[src/rtl/vme_cycle_sequencer_if.sv]
// vme_cycle_sequencer_if
//   Groups the command-side handshake and the local VME bus of the cycle
//   sequencer into one bundle.
//   master : the sequencer view (takes commands, drives AS/DS/address/data)
//   slave  : the environment view (issues commands, answers as a VME slave)
// Signals
//   start, vme_cmd_reg[31:0], vme_dat_reg_in[31:0]   command in
//   vme_cmd_rd, vme_dat_wr, vme_dat_reg_out[31:0]     command handshake / result
//   vme_adr[22:0], vme_as_n, vme_ds_n, vme_write_n,
//   vme_d_out[15:0], vme_d_oe                          bus outputs
//   vme_d_in[15:0], vme_dtack_n                        bus inputs
interface vme_cycle_sequencer_if;
    logic        start;
    logic [31:0] vme_cmd_reg;
    logic [31:0] vme_dat_reg_in;
    logic        vme_cmd_rd;
    logic        vme_dat_wr;
    logic [31:0] vme_dat_reg_out;
    logic [22:0] vme_adr;
    logic        vme_as_n;
    logic        vme_ds_n;
    logic        vme_write_n;
    logic [15:0] vme_d_out;
    logic        vme_d_oe;
    logic [15:0] vme_d_in;
    logic        vme_dtack_n;

    modport master (
        input  start, vme_cmd_reg, vme_dat_reg_in, vme_d_in, vme_dtack_n,
        output vme_cmd_rd, vme_dat_wr, vme_dat_reg_out, vme_adr, vme_as_n,
               vme_ds_n, vme_write_n, vme_d_out, vme_d_oe
    );

    modport slave (
        output start, vme_cmd_reg, vme_dat_reg_in, vme_d_in, vme_dtack_n,
        input  vme_cmd_rd, vme_dat_wr, vme_dat_reg_out, vme_adr, vme_as_n,
               vme_ds_n, vme_write_n, vme_d_out, vme_d_oe
    );
endinterface

[src/rtl/vme_cycle_sequencer.sv]
// vme_cycle_sequencer
//   Runs one VME slave-bus cycle per accepted command: address + AS for
//   SETUP_CYCLES, then DS until the synchronized DTACK arrives (or a timeout),
//   then releases the strobes, waits for DTACK to drop (or a timeout) and
//   reports the result with a one-cycle vme_dat_wr pulse.
// Ports
//   clk    system clock
//   rst_n  asynchronous active-low reset
//   bus    vme_cycle_sequencer_if.master (command handshake + local VME bus)
// Result word: [15:0] data, [16] write, [30] illegal command, [31] timeout.
module vme_cycle_sequencer #(
    parameter int SETUP_CYCLES   = 2,
    parameter int TIMEOUT_CYCLES = 255
) (
    input  logic                         clk,
    input  logic                         rst_n,
    vme_cycle_sequencer_if.master        bus
);

    typedef enum logic [2:0] {
        S_IDLE,
        S_SETUP,
        S_STROBE,
        S_RELEASE,
        S_REPORT
    } state_t;

    localparam logic [3:0]  SETUP_LAST = 4'(SETUP_CYCLES - 1);
    localparam logic [15:0] TMO_LAST   = 16'(TIMEOUT_CYCLES - 1);

    state_t      state_reg, state_next;

    logic        dtack_meta_reg;
    logic        dtack_s_reg;

    logic [3:0]  setup_cnt_reg, setup_cnt_next;
    logic [15:0] tmo_cnt_reg, tmo_cnt_next;

    logic [22:0] adr_reg, adr_next;
    logic        as_n_reg, as_n_next;
    logic        ds_n_reg, ds_n_next;
    logic        write_n_reg, write_n_next;
    logic [15:0] d_out_reg, d_out_next;
    logic        d_oe_reg, d_oe_next;

    logic        is_write_reg, is_write_next;
    logic [15:0] result_data_reg, result_data_next;
    logic        timeout_reg, timeout_next;
    logic        illegal_reg, illegal_next;

    logic        cmd_rd_reg, cmd_rd_next;
    logic        dat_wr_reg, dat_wr_next;
    logic [31:0] dat_out_reg, dat_out_next;

    logic        enter_report;

    // DTACK is asynchronous to clk. The synchronizer powers up as "acked" so
    // that vme_cmd_rd only rises after the bus has actually been seen idle.
    always_ff @(posedge clk or negedge rst_n) begin
        if (!rst_n) begin
            dtack_meta_reg <= 1'b1;
            dtack_s_reg    <= 1'b1;
        end else begin
            dtack_meta_reg <= ~bus.vme_dtack_n;
            dtack_s_reg    <= dtack_meta_reg;
        end
    end

    always_ff @(posedge clk or negedge rst_n) begin
        if (!rst_n) begin
            state_reg       <= S_IDLE;
            setup_cnt_reg   <= '0;
            tmo_cnt_reg     <= '0;
            adr_reg         <= '0;
            as_n_reg        <= 1'b1;
            ds_n_reg        <= 1'b1;
            write_n_reg     <= 1'b1;
            d_out_reg       <= '0;
            d_oe_reg        <= 1'b0;
            is_write_reg    <= 1'b0;
            result_data_reg <= '0;
            timeout_reg     <= 1'b0;
            illegal_reg     <= 1'b0;
            cmd_rd_reg      <= 1'b0;
            dat_wr_reg      <= 1'b0;
            dat_out_reg     <= '0;
        end else begin
            state_reg       <= state_next;
            setup_cnt_reg   <= setup_cnt_next;
            tmo_cnt_reg     <= tmo_cnt_next;
            adr_reg         <= adr_next;
            as_n_reg        <= as_n_next;
            ds_n_reg        <= ds_n_next;
            write_n_reg     <= write_n_next;
            d_out_reg       <= d_out_next;
            d_oe_reg        <= d_oe_next;
            is_write_reg    <= is_write_next;
            result_data_reg <= result_data_next;
            timeout_reg     <= timeout_next;
            illegal_reg     <= illegal_next;
            cmd_rd_reg      <= cmd_rd_next;
            dat_wr_reg      <= dat_wr_next;
            dat_out_reg     <= dat_out_next;
        end
    end

    // All bus outputs are registers: each branch sets the value the bus must
    // show in the state being entered.
    always_comb begin
        state_next       = state_reg;
        setup_cnt_next   = setup_cnt_reg;
        tmo_cnt_next     = tmo_cnt_reg;
        adr_next         = adr_reg;
        as_n_next        = as_n_reg;
        ds_n_next        = ds_n_reg;
        write_n_next     = write_n_reg;
        d_out_next       = d_out_reg;
        d_oe_next        = d_oe_reg;
        is_write_next    = is_write_reg;
        result_data_next = result_data_reg;
        timeout_next     = timeout_reg;
        illegal_next     = illegal_reg;
        dat_wr_next      = 1'b0;
        dat_out_next     = dat_out_reg;
        enter_report     = 1'b0;

        case (state_reg)
            S_IDLE: begin
                if (bus.start && cmd_rd_reg) begin
                    timeout_next = 1'b0;
                    if (bus.vme_cmd_reg[24] ^ bus.vme_cmd_reg[25]) begin
                        illegal_next     = 1'b0;
                        is_write_next    = bus.vme_cmd_reg[24];
                        result_data_next = bus.vme_cmd_reg[24] ? bus.vme_dat_reg_in[15:0] : 16'h0000;
                        adr_next         = bus.vme_cmd_reg[23:1];
                        as_n_next        = 1'b0;
                        write_n_next     = ~bus.vme_cmd_reg[24];
                        if (bus.vme_cmd_reg[24]) begin
                            d_out_next = bus.vme_dat_reg_in[15:0];
                            d_oe_next  = 1'b1;
                        end
                        setup_cnt_next = '0;
                        state_next     = S_SETUP;
                    end else begin
                        // Both or neither direction bit: report without touching the bus.
                        illegal_next     = 1'b1;
                        is_write_next    = 1'b0;
                        result_data_next = 16'h0000;
                        enter_report     = 1'b1;
                        state_next       = S_REPORT;
                    end
                end
            end

            S_SETUP: begin
                if (setup_cnt_reg == SETUP_LAST) begin
                    ds_n_next    = 1'b0;
                    tmo_cnt_next = '0;
                    state_next   = S_STROBE;
                end else begin
                    setup_cnt_next = setup_cnt_reg + 4'd1;
                end
            end

            S_STROBE: begin
                // Ack is tested first so a simultaneous timeout never flags.
                if (dtack_s_reg || (tmo_cnt_reg == TMO_LAST)) begin
                    if (dtack_s_reg) begin
                        if (!is_write_reg) begin
                            result_data_next = bus.vme_d_in;
                        end
                    end else begin
                        timeout_next     = 1'b1;
                        result_data_next = 16'h0000;
                    end
                    as_n_next    = 1'b1;
                    ds_n_next    = 1'b1;
                    write_n_next = 1'b1;
                    d_oe_next    = 1'b0;
                    tmo_cnt_next = '0;
                    state_next   = S_RELEASE;
                end else begin
                    tmo_cnt_next = tmo_cnt_reg + 16'd1;
                end
            end

            S_RELEASE: begin
                if (!dtack_s_reg) begin
                    enter_report = 1'b1;
                    state_next   = S_REPORT;
                end else if (tmo_cnt_reg == TMO_LAST) begin
                    // Slave is holding DTACK: give up and flag it.
                    timeout_next = 1'b1;
                    enter_report = 1'b1;
                    state_next   = S_REPORT;
                end else begin
                    tmo_cnt_next = tmo_cnt_reg + 16'd1;
                end
            end

            S_REPORT: begin
                state_next = S_IDLE;
            end

            default: begin
                state_next = S_IDLE;
            end
        endcase

        if (enter_report) begin
            dat_wr_next  = 1'b1;
            dat_out_next = {timeout_next, illegal_next, 13'b0, is_write_next, result_data_next};
        end

        // Registered ready flag tracks the value dtack_s will have next cycle.
        cmd_rd_next = (state_next == S_IDLE) && !dtack_meta_reg;
    end

    assign bus.vme_cmd_rd      = cmd_rd_reg;
    assign bus.vme_dat_wr      = dat_wr_reg;
    assign bus.vme_dat_reg_out = dat_out_reg;
    assign bus.vme_adr         = adr_reg;
    assign bus.vme_as_n        = as_n_reg;
    assign bus.vme_ds_n        = ds_n_reg;
    assign bus.vme_write_n     = write_n_reg;
    assign bus.vme_d_out       = d_out_reg;
    assign bus.vme_d_oe        = d_oe_reg;

endmodule
[src/flat_wrapper.sv]
// flat-port wrapper written by rule: the top's interface ports become plain ports
module vme_cycle_sequencer_flat 
#(
    parameter int SETUP_CYCLES   = 2,
    parameter int TIMEOUT_CYCLES = 255
)
  (clk, rst_n, bus_start, bus_vme_cmd_reg, bus_vme_dat_reg_in, bus_vme_d_in, bus_vme_dtack_n, bus_vme_cmd_rd, bus_vme_dat_wr, bus_vme_dat_reg_out, bus_vme_adr, bus_vme_as_n, bus_vme_ds_n, bus_vme_write_n, bus_vme_d_out, bus_vme_d_oe);
  vme_cycle_sequencer_if bus_i ();
  input  logic clk;
  input  logic rst_n;
  input wire logic [$bits(bus_i.start)-1:0] bus_start;
  input wire logic [$bits(bus_i.vme_cmd_reg)-1:0] bus_vme_cmd_reg;
  input wire logic [$bits(bus_i.vme_dat_reg_in)-1:0] bus_vme_dat_reg_in;
  input wire logic [$bits(bus_i.vme_d_in)-1:0] bus_vme_d_in;
  input wire logic [$bits(bus_i.vme_dtack_n)-1:0] bus_vme_dtack_n;
  output wire logic [$bits(bus_i.vme_cmd_rd)-1:0] bus_vme_cmd_rd;
  output wire logic [$bits(bus_i.vme_dat_wr)-1:0] bus_vme_dat_wr;
  output wire logic [$bits(bus_i.vme_dat_reg_out)-1:0] bus_vme_dat_reg_out;
  output wire logic [$bits(bus_i.vme_adr)-1:0] bus_vme_adr;
  output wire logic [$bits(bus_i.vme_as_n)-1:0] bus_vme_as_n;
  output wire logic [$bits(bus_i.vme_ds_n)-1:0] bus_vme_ds_n;
  output wire logic [$bits(bus_i.vme_write_n)-1:0] bus_vme_write_n;
  output wire logic [$bits(bus_i.vme_d_out)-1:0] bus_vme_d_out;
  output wire logic [$bits(bus_i.vme_d_oe)-1:0] bus_vme_d_oe;
  assign bus_i.start = bus_start;
  assign bus_i.vme_cmd_reg = bus_vme_cmd_reg;
  assign bus_i.vme_dat_reg_in = bus_vme_dat_reg_in;
  assign bus_i.vme_d_in = bus_vme_d_in;
  assign bus_i.vme_dtack_n = bus_vme_dtack_n;
  assign bus_vme_cmd_rd = bus_i.vme_cmd_rd;
  assign bus_vme_dat_wr = bus_i.vme_dat_wr;
  assign bus_vme_dat_reg_out = bus_i.vme_dat_reg_out;
  assign bus_vme_adr = bus_i.vme_adr;
  assign bus_vme_as_n = bus_i.vme_as_n;
  assign bus_vme_ds_n = bus_i.vme_ds_n;
  assign bus_vme_write_n = bus_i.vme_write_n;
  assign bus_vme_d_out = bus_i.vme_d_out;
  assign bus_vme_d_oe = bus_i.vme_d_oe;
  vme_cycle_sequencer #(.SETUP_CYCLES(SETUP_CYCLES), .TIMEOUT_CYCLES(TIMEOUT_CYCLES)) u_core (.clk(clk), .rst_n(rst_n), .bus(bus_i));
endmodule
[config.mk]
export PLATFORM = sky130hd
export DESIGN_NAME = vme_cycle_sequencer_flat
export DESIGN_NICKNAME = d
export VERILOG_FILES = /design/src/rtl/vme_cycle_sequencer_if.sv /design/src/rtl/vme_cycle_sequencer.sv /design/src/flat_wrapper.sv
export SDC_FILE = /design/constraint.sdc
export NUM_CORES = 1
export LEC_CHECK = 0
export BUFFER_PORTS_ARGS = -buffer_cell sky130_fd_sc_hd__clkbuf_2
export CAP_MARGIN = 10
export CORE_UTILIZATION = 40
export CTS_BUF_LIST = sky130_fd_sc_hd__clkbuf_2
export CTS_CLUSTER_DIAMETER = 50
export DETAILED_ROUTE_END_ITERATION = 8
export GPL_ROUTABILITY_DRIVEN = 0
export GPL_TIMING_DRIVEN = 0
export PLACE_DENSITY = 0.76
export SLEW_MARGIN = 15
export SYNTH_ARGS = -nofsm -noshare
export SYNTH_HDL_FRONTEND = slang
export SYNTH_SLANG_ARGS = --single-unit
[constraint.sdc]
create_clock -name clk -period 4.3 [get_ports clk]
set_input_delay 0.86 -clock clk [delete_from_list [all_inputs] [get_ports clk]]
set_output_delay 0.86 -clock clk [all_outputs]
set_load 0.05 [all_outputs]
==> flow_summary.json, run 1 <==
{
  "syn_area_per_cell_um2": 10.64,
  "utilization_pct": 50.28,
  "drcViolationCount": 0,
  "ioPinCount": 161,
  "diodes": 0,
  "ant_nets": 0,
  "io_buffers": 124,
  "die_area_um2": 12300,
  "pre_cts_ws_ns": 1.269,
  "finalHoldViolations": 0,
  "seqCellArea_um2": 2709,
  "synth_edf_count": 0,
  "fmax_mhz": 350.0,
  "dpl_cell_area_um2": 5624,
  "clkLatencyLatePin_ns": 0.59,
  "hpwl_um": 8295,
  "finalSetupViolations": 0,
  "cts_max_path_buffers": 2,
  "status": "finished, final reports clean",
  "yosys_warnings": 0,
  "nFillCells": 1043,
  "grt-ovfl-total": 0,
  "yosysSeqAreaShare_pct": 57.11,
  "startpoint_type": "flip-flop",
  "critPathBufInv": 2,
  "cp_cell_sequence": "clkbuf_1 -> nor4_2 -> nand2_1 -> clkbuf_1 -> mux2_2",
  "numCtsBuffers": 9,
  "syn-cell-area_um2": 4743,
  "grt_pass1_wl_um": 18740,
  "cts_tree": "done",
  "maxCapViolCount": 0,
  "cts_resized": 0,
  "critPathRequiredTime_ns": 4.79,
  "yosys.cell_types.count": 57,
  "grt_pass1_vias": 3850,
  "power_density_nw_per_um2": 762.5,
  "fin_crit_ns": 2.857,
  "hold_buffers": 0,
  "finalSetupTns_ns": 0,
  "design_area_um2": 5766,
  "async_reset_ff_share_pct": 100.0,
  "crit_type": "flip-flop to flip-flop",
  "grt_antenna_before_repair": 0,
  "num_vias": 3863,
  "dr.first_iter.drc_count": 229,
  "slew_violations": 0,
  "p_leak_nw": 3.003,
  "vdd_drop_max_mv": 0.5235,
  "cts-root-buf": "clkbuf_2",
  "totalWireLength_um": 11260,
  "endpoint_kind": "flip-flop",
  "period_share_pct": 66.44,
  "clkTransAtPathRegs_ns": 0.32,
  "grt_max_degree": 73,
  "power_w": 0.004396,
  "yosys_register_bits": 108,
  "critPathSlowestCell": "nor4_2",
  "synthCells": 446,
  "cts_sinks": 108,
  "critical_path.top_delay_family": "simple AND/OR/NAND/NOR gates",
  "initial_core_util_pct": 41.36,
  "cp_max_fo": 10,
  "areaGrowthSynthToFinish_pct": 21.55,
  "viasPerCell": 5.206,
  "largest_register_ffs": 23,
  "post-cts-setup-buffers": 0,
  "cp.arrival_ns": 3.35,
  "synthFlopType": "dfrtp_1",
  "fp.coreArea_um2": 11470,
  "finalNetCount": 683,
  "max-slew-margin-rel_pct": 42.23,
  "track_usage_pct": 18.83,
  "htreeDepth": 3,
  "max_stage_delay_ns": 0.82,
  "drt_pre_antenna_iters": 6,
  "multiInputGateArea_um2": 1784,
  "cp_common_cell": "clkbuf_1",
  "wl_per_cell_um": 15.18,
  "placementRows": 39,
  "fin_ws_ns": 1.443,
  "die_w_um": 110.9,
  "die_h_um": 110.9,
  "skew_ns": 0.04782,
  "drive_above_1_share_pct": 32.89,
  "hp-class": "primary input to async pin",
  "rsz0062_at_grt": "no",
  "worst_pin_slew_ns": 0.8594
}
==> layout by cell type, fill, tap and decap left out, types with 5 or more instances in the layout <==
cell type and count:
ha_1 5, dfrtp_1 103, buf_2 5, mux2_2 21
clkbuf_1 16, nand2_1 86, nand3_1 7, inv_1 25
a21oi_1 24, nor2_1 29, o21a_1 5, buf_4 14
o21ai_0 9, a222oi_1 16, dfstp_2 5, conb_1 13
clkbuf_2 132
==> cells by family (layout without fill, tap and decap cells) <==
group,after synthesis,count (layout),synth area share [%]
compound gates,79,79,12.11
buf+inv,61,202,6.225
mux,22,22,5.197
other cells,1,13,0.07906
flops,108,108,57.11
xor+xnor,7,7,1.293
simple gates,163,163,16.67
fa+ha+maj,5,5,1.319
==> synth_stat cells (all sizes together), types with 5 or more instances <==
| master | n | area [µm²] |
|---|---|---|
| nand2 | 86 | 322.8 |
| nand3 | 7 | 35.03 |
| clkbuf | 16 | 60.06 |
| or4 | 5 | 45.04 |
| a21oi | 25 | 128.9 |
| a222oi | 16 | 160.2 |
| o21ai | 10 | 50.04 |
| nor2 | 29 | 108.9 |
| mux2 | 21 | 236.5 |
| o21a | 5 | 37.54 |
| inv | 25 | 93.84 |
| dfrtp | 103 | 2577 |
| dfstp | 5 | 131.4 |
| ha | 5 | 62.56 |
| o31ai | 5 | 42.54 |
| buf | 20 | 141.4 |
==> per-layer routing <==
layer | track usage (%) | vias up | part of all wire, %
met5 | 0 | - | 0
met4 | 6.044 | 0 | 0.93
met3 | 6.014 | 10 | 8.9
met2 | 30.64 | 164 | 48
met1 | 23.83 | 1871 | 42
li1 | - | 1818 | -
==> area by class of cell <==
class	count	area share, %
buffer	36	3.494
clock buffer	9	0.7812
clock inverter	7	1.671
inverter	25	1.628
multi-input combinational	289	30.95
sequential	108	46.98
tap	143	3.103
timing repair buffer	125	11.39
==> where the power goes <==
group	leakage [nW]	switching, W	internal (W)
Combinational	1.54	0.00166	0.000569
Sequential	1.38	0.000218	0.00141
Clock	0.0835	0.000343	0.000196
==> through the flow <==
step                instances  hold WS, ns
finish                    742       0.1017
detailed placement        726       0.3657
global route              742      0.06597
CTS                       742      0.07867
floorplan                 458       0.3540
global placement          725       0.3618
==> path summary, 6_finish.rpt <==
| path | start | endpoint | slack (ns) | cells past startpoint |
|---|---|---|---|---|
| worst max-delay path | u_core.state_reg[0] | u_core.bus.vme_d_out[5] | 1.44 | 5 |
| worst min-delay path | rst_n | u_core.result_data_reg[3] | 0.10 | 1 |
| worst max register to register | u_core.state_reg[0] | u_core.bus.vme_d_out[5] | 1.44 | 5 |
| worst min register to register | u_core.dtack_meta_reg | u_core.dtack_s_reg | 0.35 | 0 |
| max in group asynchronous | rst_n | u_core.bus.vme_ds_n | 3.48 | 2 |
| min in group clk | u_core.dtack_meta_reg | u_core.dtack_s_reg | 0.35 | 0 |
==> worst reg2reg max path: stages, from the launching register on <==
cell,delay [ns]
dfrtp_1,0.46
clkbuf_1,0.23
nor4_2,0.82
nand2_1,0.45
clkbuf_1,0.42
mux2_2,0.37
(Power assumes the default switching activity.)
==> run 2: changes to the inputs <==
--- a/config.mk
+++ b/config.mk
@@ -5,6 +5,7 @@
 export SDC_FILE = /design/constraint.sdc
 export NUM_CORES = 1
 export LEC_CHECK = 0
+export ABC_AREA = 1
 export BUFFER_PORTS_ARGS = -buffer_cell sky130_fd_sc_hd__clkbuf_2
 export CAP_MARGIN = 10
 export CORE_UTILIZATION = 40
@@ -13,7 +14,7 @@
 export DETAILED_ROUTE_END_ITERATION = 8
 export GPL_ROUTABILITY_DRIVEN = 0
 export GPL_TIMING_DRIVEN = 0
-export PLACE_DENSITY = 0.76
+export PLACE_DENSITY = 0.75
 export SLEW_MARGIN = 15
 export SYNTH_ARGS = -nofsm -noshare
 export SYNTH_HDL_FRONTEND = slang
==> constraint.sdc (replaced) <==
create_clock -name clk -period 2.7 [get_ports clk]
set_input_delay 0.54 -clock clk [delete_from_list [all_inputs] [get_ports clk]]
set_output_delay 0.54 -clock clk [all_outputs]
set_load 0.05 [all_outputs]
==> run 2 against run 1 <==
Compared with the run above:
- power up 49%
- clock skew down 0.018 ns
- area after synthesis grew 11%
- design area up 9.9%
- largest cell class unchanged
- critical path depth shrank 4
- setup slack got worse by 0.77 ns
- die area is 11% higher
- clock-buffer cell count did not move
- first-iteration DRC count is 37% higher
- clock power rose by 38%
- non-clock buffer count down 1
- sequential power up 52%
==> flow_summary.json, run 2 <==
{
  "ant_nets": 0,
  "critPathLaunch": "u_core.bus.vme_ds_n",
  "synth_xor_area_share_pct": 0.9948,
  "cp_max_fo": 2,
  "yosys_register_bits": 108,
  "status": "finished, final reports clean",
  "cts-root-buf": "clkbuf_2",
  "hp-class": "primary input to flip-flop",
  "cp.arrival_ns": 1.48,
  "power_density_nw_per_um2": 1031,
  "die_w_um": 116.9,
  "cp.depth": 1,
  "dpl_cell_area_um2": 6200,
  "utilization_pct": 49.60,
  "cts_sinks": 108,
  "comb_power_share_pct": 50.8,
  "post-cts-setup-buffers": 0,
  "dr.first_iter.drc_count": 313,
  "critPathBufInv": 1,
  "syn-cell-area_um2": 5283,
  "p_clk_share_pct": 11.4,
  "rsz0062_at_grt": "no",
  "drive_above_1_share_pct": 26.88,
  "worstSetupEndpoint": "bus_vme_ds_n",
  "drt_pre_antenna_iters": 5,
  "die_area_um2": 13670,
  "yosys.cell_types.count": 42,
  "startpoint_type": "flip-flop",
  "vdd_drop_max_mv": 0.7006,
  "synth_top_area_share_pct": 48.79,
  "num_vias": 4473,
  "critPathRequiredTime_ns": 2.16,
  "yosysSeqAreaShare_pct": 51.28,
  "die_h_um": 116.9,
  "netSwitchingPower_w": 0.003445,
  "grt_pass1_wl_um": 19970,
  "numCtsBuffers": 9,
  "r2r_setup_slack_ns": 0.86,
  "synthFlopType": "dfrtp_1",
  "critPathSlowestCell": "dfstp_2",
  "finalSetupTns_ns": 0,
  "synth_mux_area_share_pct": 2.558,
  "share_seq_of_total_power_pct": 37.8,
  "endpoint_kind": "primary output",
  "period_share_pct": 74.99,
  "totalWireLength_um": 12090,
  "initial_core_util_pct": 41.36,
  "hold_buffers": 2,
  "drcViolationCount": 0,
  "yosys_warnings": 0,
  "areaGrowthSynthToFinish_pct": 19.94,
  "max_stage_delay_ns": 0.60,
  "p_leak_nw": 3.595,
  "synthCells": 641,
  "synth_edf_count": 0,
  "fmax_mhz": 493.9,
  "io_buffers": 124,
  "grt_pass1_vias": 4091,
  "maxCapViolCount": 0,
  "power_w": 0.006535,
  "grt_antenna_before_repair": 1,
  "grt-ovfl-total": 0,
  "cp_cell_sequence": "clkbuf_2",
  "design_area_um2": 6336,
  "ff2ff_path_depth": 12,
  "grt_max_degree": 59,
  "p_int_w": 0.003089,
  "htreeDepth": 3,
  "mostFrequentLayoutCells": "nand2_1, clkbuf_2, dfrtp_1, inv_1, nand3_1",
  "layout_commonest_cell": "nand2_1",
  "fp.coreArea_um2": 12770,
  "cts_tree": "done",
  "critical_path.top_delay_family": "flip-flops",
  "synth-simple-area-share_pct": 30.41,
  "ioPinCount": 161,
  "synthAdderAreaFrac_pct": 1.184,
  "netlist_top_cells_count": "nand2_1, dfrtp_1, inv_1",
  "finalSetupViolations": 0,
  "placementRows": 41,
  "clkLatencyLatePin_ns": 0.60,
  "cts_max_path_buffers": 2,
  "fin_crit_ns": 2.025,
  "synth_area_leaders": "dfrtp_1, nand2_1, nand3_1",
  "worstHoldStart": "bus_vme_cmd_reg[9]",
  "crit_type": "flip-flop to primary output",
  "largest_register_ffs": 23,
  "hpwl_um": 9048,
  "syn_area_per_cell_um2": 8.241,
  "yosysMostFrequentCell": "nand2_1",
  "wl_per_cell_um": 12.47,
  "r2r-start": "u_core.tmo_cnt_reg[0]",
  "synth_top_area_cell": "dfrtp_1",
  "synth_compound_area_share_pct": 5.306,
  "slew_violations": 0,
  "finalHoldViolations": 0,
  "synth_top_family_by_area": "simple AND/OR/NAND/NOR gates",
  "cts_resized": 0,
  "finalNetCount": 880,
  "skew_ns": 0.02942,
  "clkTransAtPathRegs_ns": 0.33,
  "viasPerCell": 4.616,
  "netSwitchingFraction_pct": 52.73,
  "track_usage_pct": 19.08,
  "critical_path.reg2reg.endpoint": "u_core.tmo_cnt_reg[4]",
  "hold_ws_ns": 0.08655,
  "async_reset_ff_share_pct": 100.0
}
[run 2: changes by cell type in the layout (fill, tap and decap cells not counted), moves of 9 or more]
| cell | before | now |
|---|---|---|
| a21oi_1 | 24 | 3 |
| inv_1 | 25 | 44 |
| inv_2 | 0 | 10 |
| clkbuf_1 | 16 | 4 |
| mux2_2 | 21 | 1 |
| nor2_1 | 29 | 42 |
| nand3_1 | 7 | 43 |
| a222oi_1 | 16 | 0 |
| nand2_1 | 86 | 268 |
| a22oi_2 | 0 | 9 |
| mux2_1 | 0 | 11 |
[run 2: cell families (layout without fill, tap and decap cells)]
kind of cell             after synthesis  after routing
AO/OA/AOI/OAI                         38             38
XOR/XNOR                               6              6
adder cells (fa/ha/maj)                5              5
buffers and inverters                 90            233
flip-flops                           108            108
multiplexers                          12             12
other                                  1             14
AND/OR/NAND/NOR                      381            381
[run 2: metrics by stage]
| step | std cells | setup WS (ns) |
|---|---|---|
| 6_report | 969 | 0.6752 |
| 5_1_grt | 969 | 0.5856 |
| 4_1_cts | 968 | 0.6311 |
| 3_5_place_dp | 950 | 0.5132 |
| 3_3_place_gp | 949 | -0.4574 |
| 2_1_floorplan | 653 | 0.8689 |
[run 2: how the worst min path moves through the flow]
stage | to | cells past startpoint
floorplan | u_core.bus.vme_adr[0] | 0
global placement | u_core.dtack_s_reg | 0
detailed placement | u_core.dtack_s_reg | 0
CTS | u_core.bus.vme_adr[8] | 3
global route | u_core.bus.vme_adr[8] | 3
finish | u_core.bus.vme_adr[8] | 3
[run 2: area by class of cell]
type / instances / area, µm²
multi-input cells: 455 / 2186
diodes: 1 / 2.502
repair buffers: 127 / 676.9
plain buffers: 33 / 212.7
inverters: 57 / 220.2
clock buffers: 9 / 45.04
fillers: 1270 / 6437
clock inverters: 7 / 68.82
flip-flops and latches: 108 / 2709
well taps: 172 / 215.2
[run 2: power groups by stage]
stage | clock [W] | sequential, W | combinational, W
after CTS | 0.000773 | 0.00247 | 0.00335
after floorplan | 0 | 0.00385 | 0.00114
after detailed placement | 0 | 0.00249 | 0.00335
final | 0.000746 | 0.00247 | 0.00332
after global routing | 0.000830 | 0.00254 | 0.00362
after global placement | 0 | 0.00249 | 0.00328
[run 2: per-layer routing]
layer	GRT usage [%]	wire length [µm]
met3	3.347	616
met5	0	0
met1	27.60	5719
met2	28.13	5485
met4	8.439	267
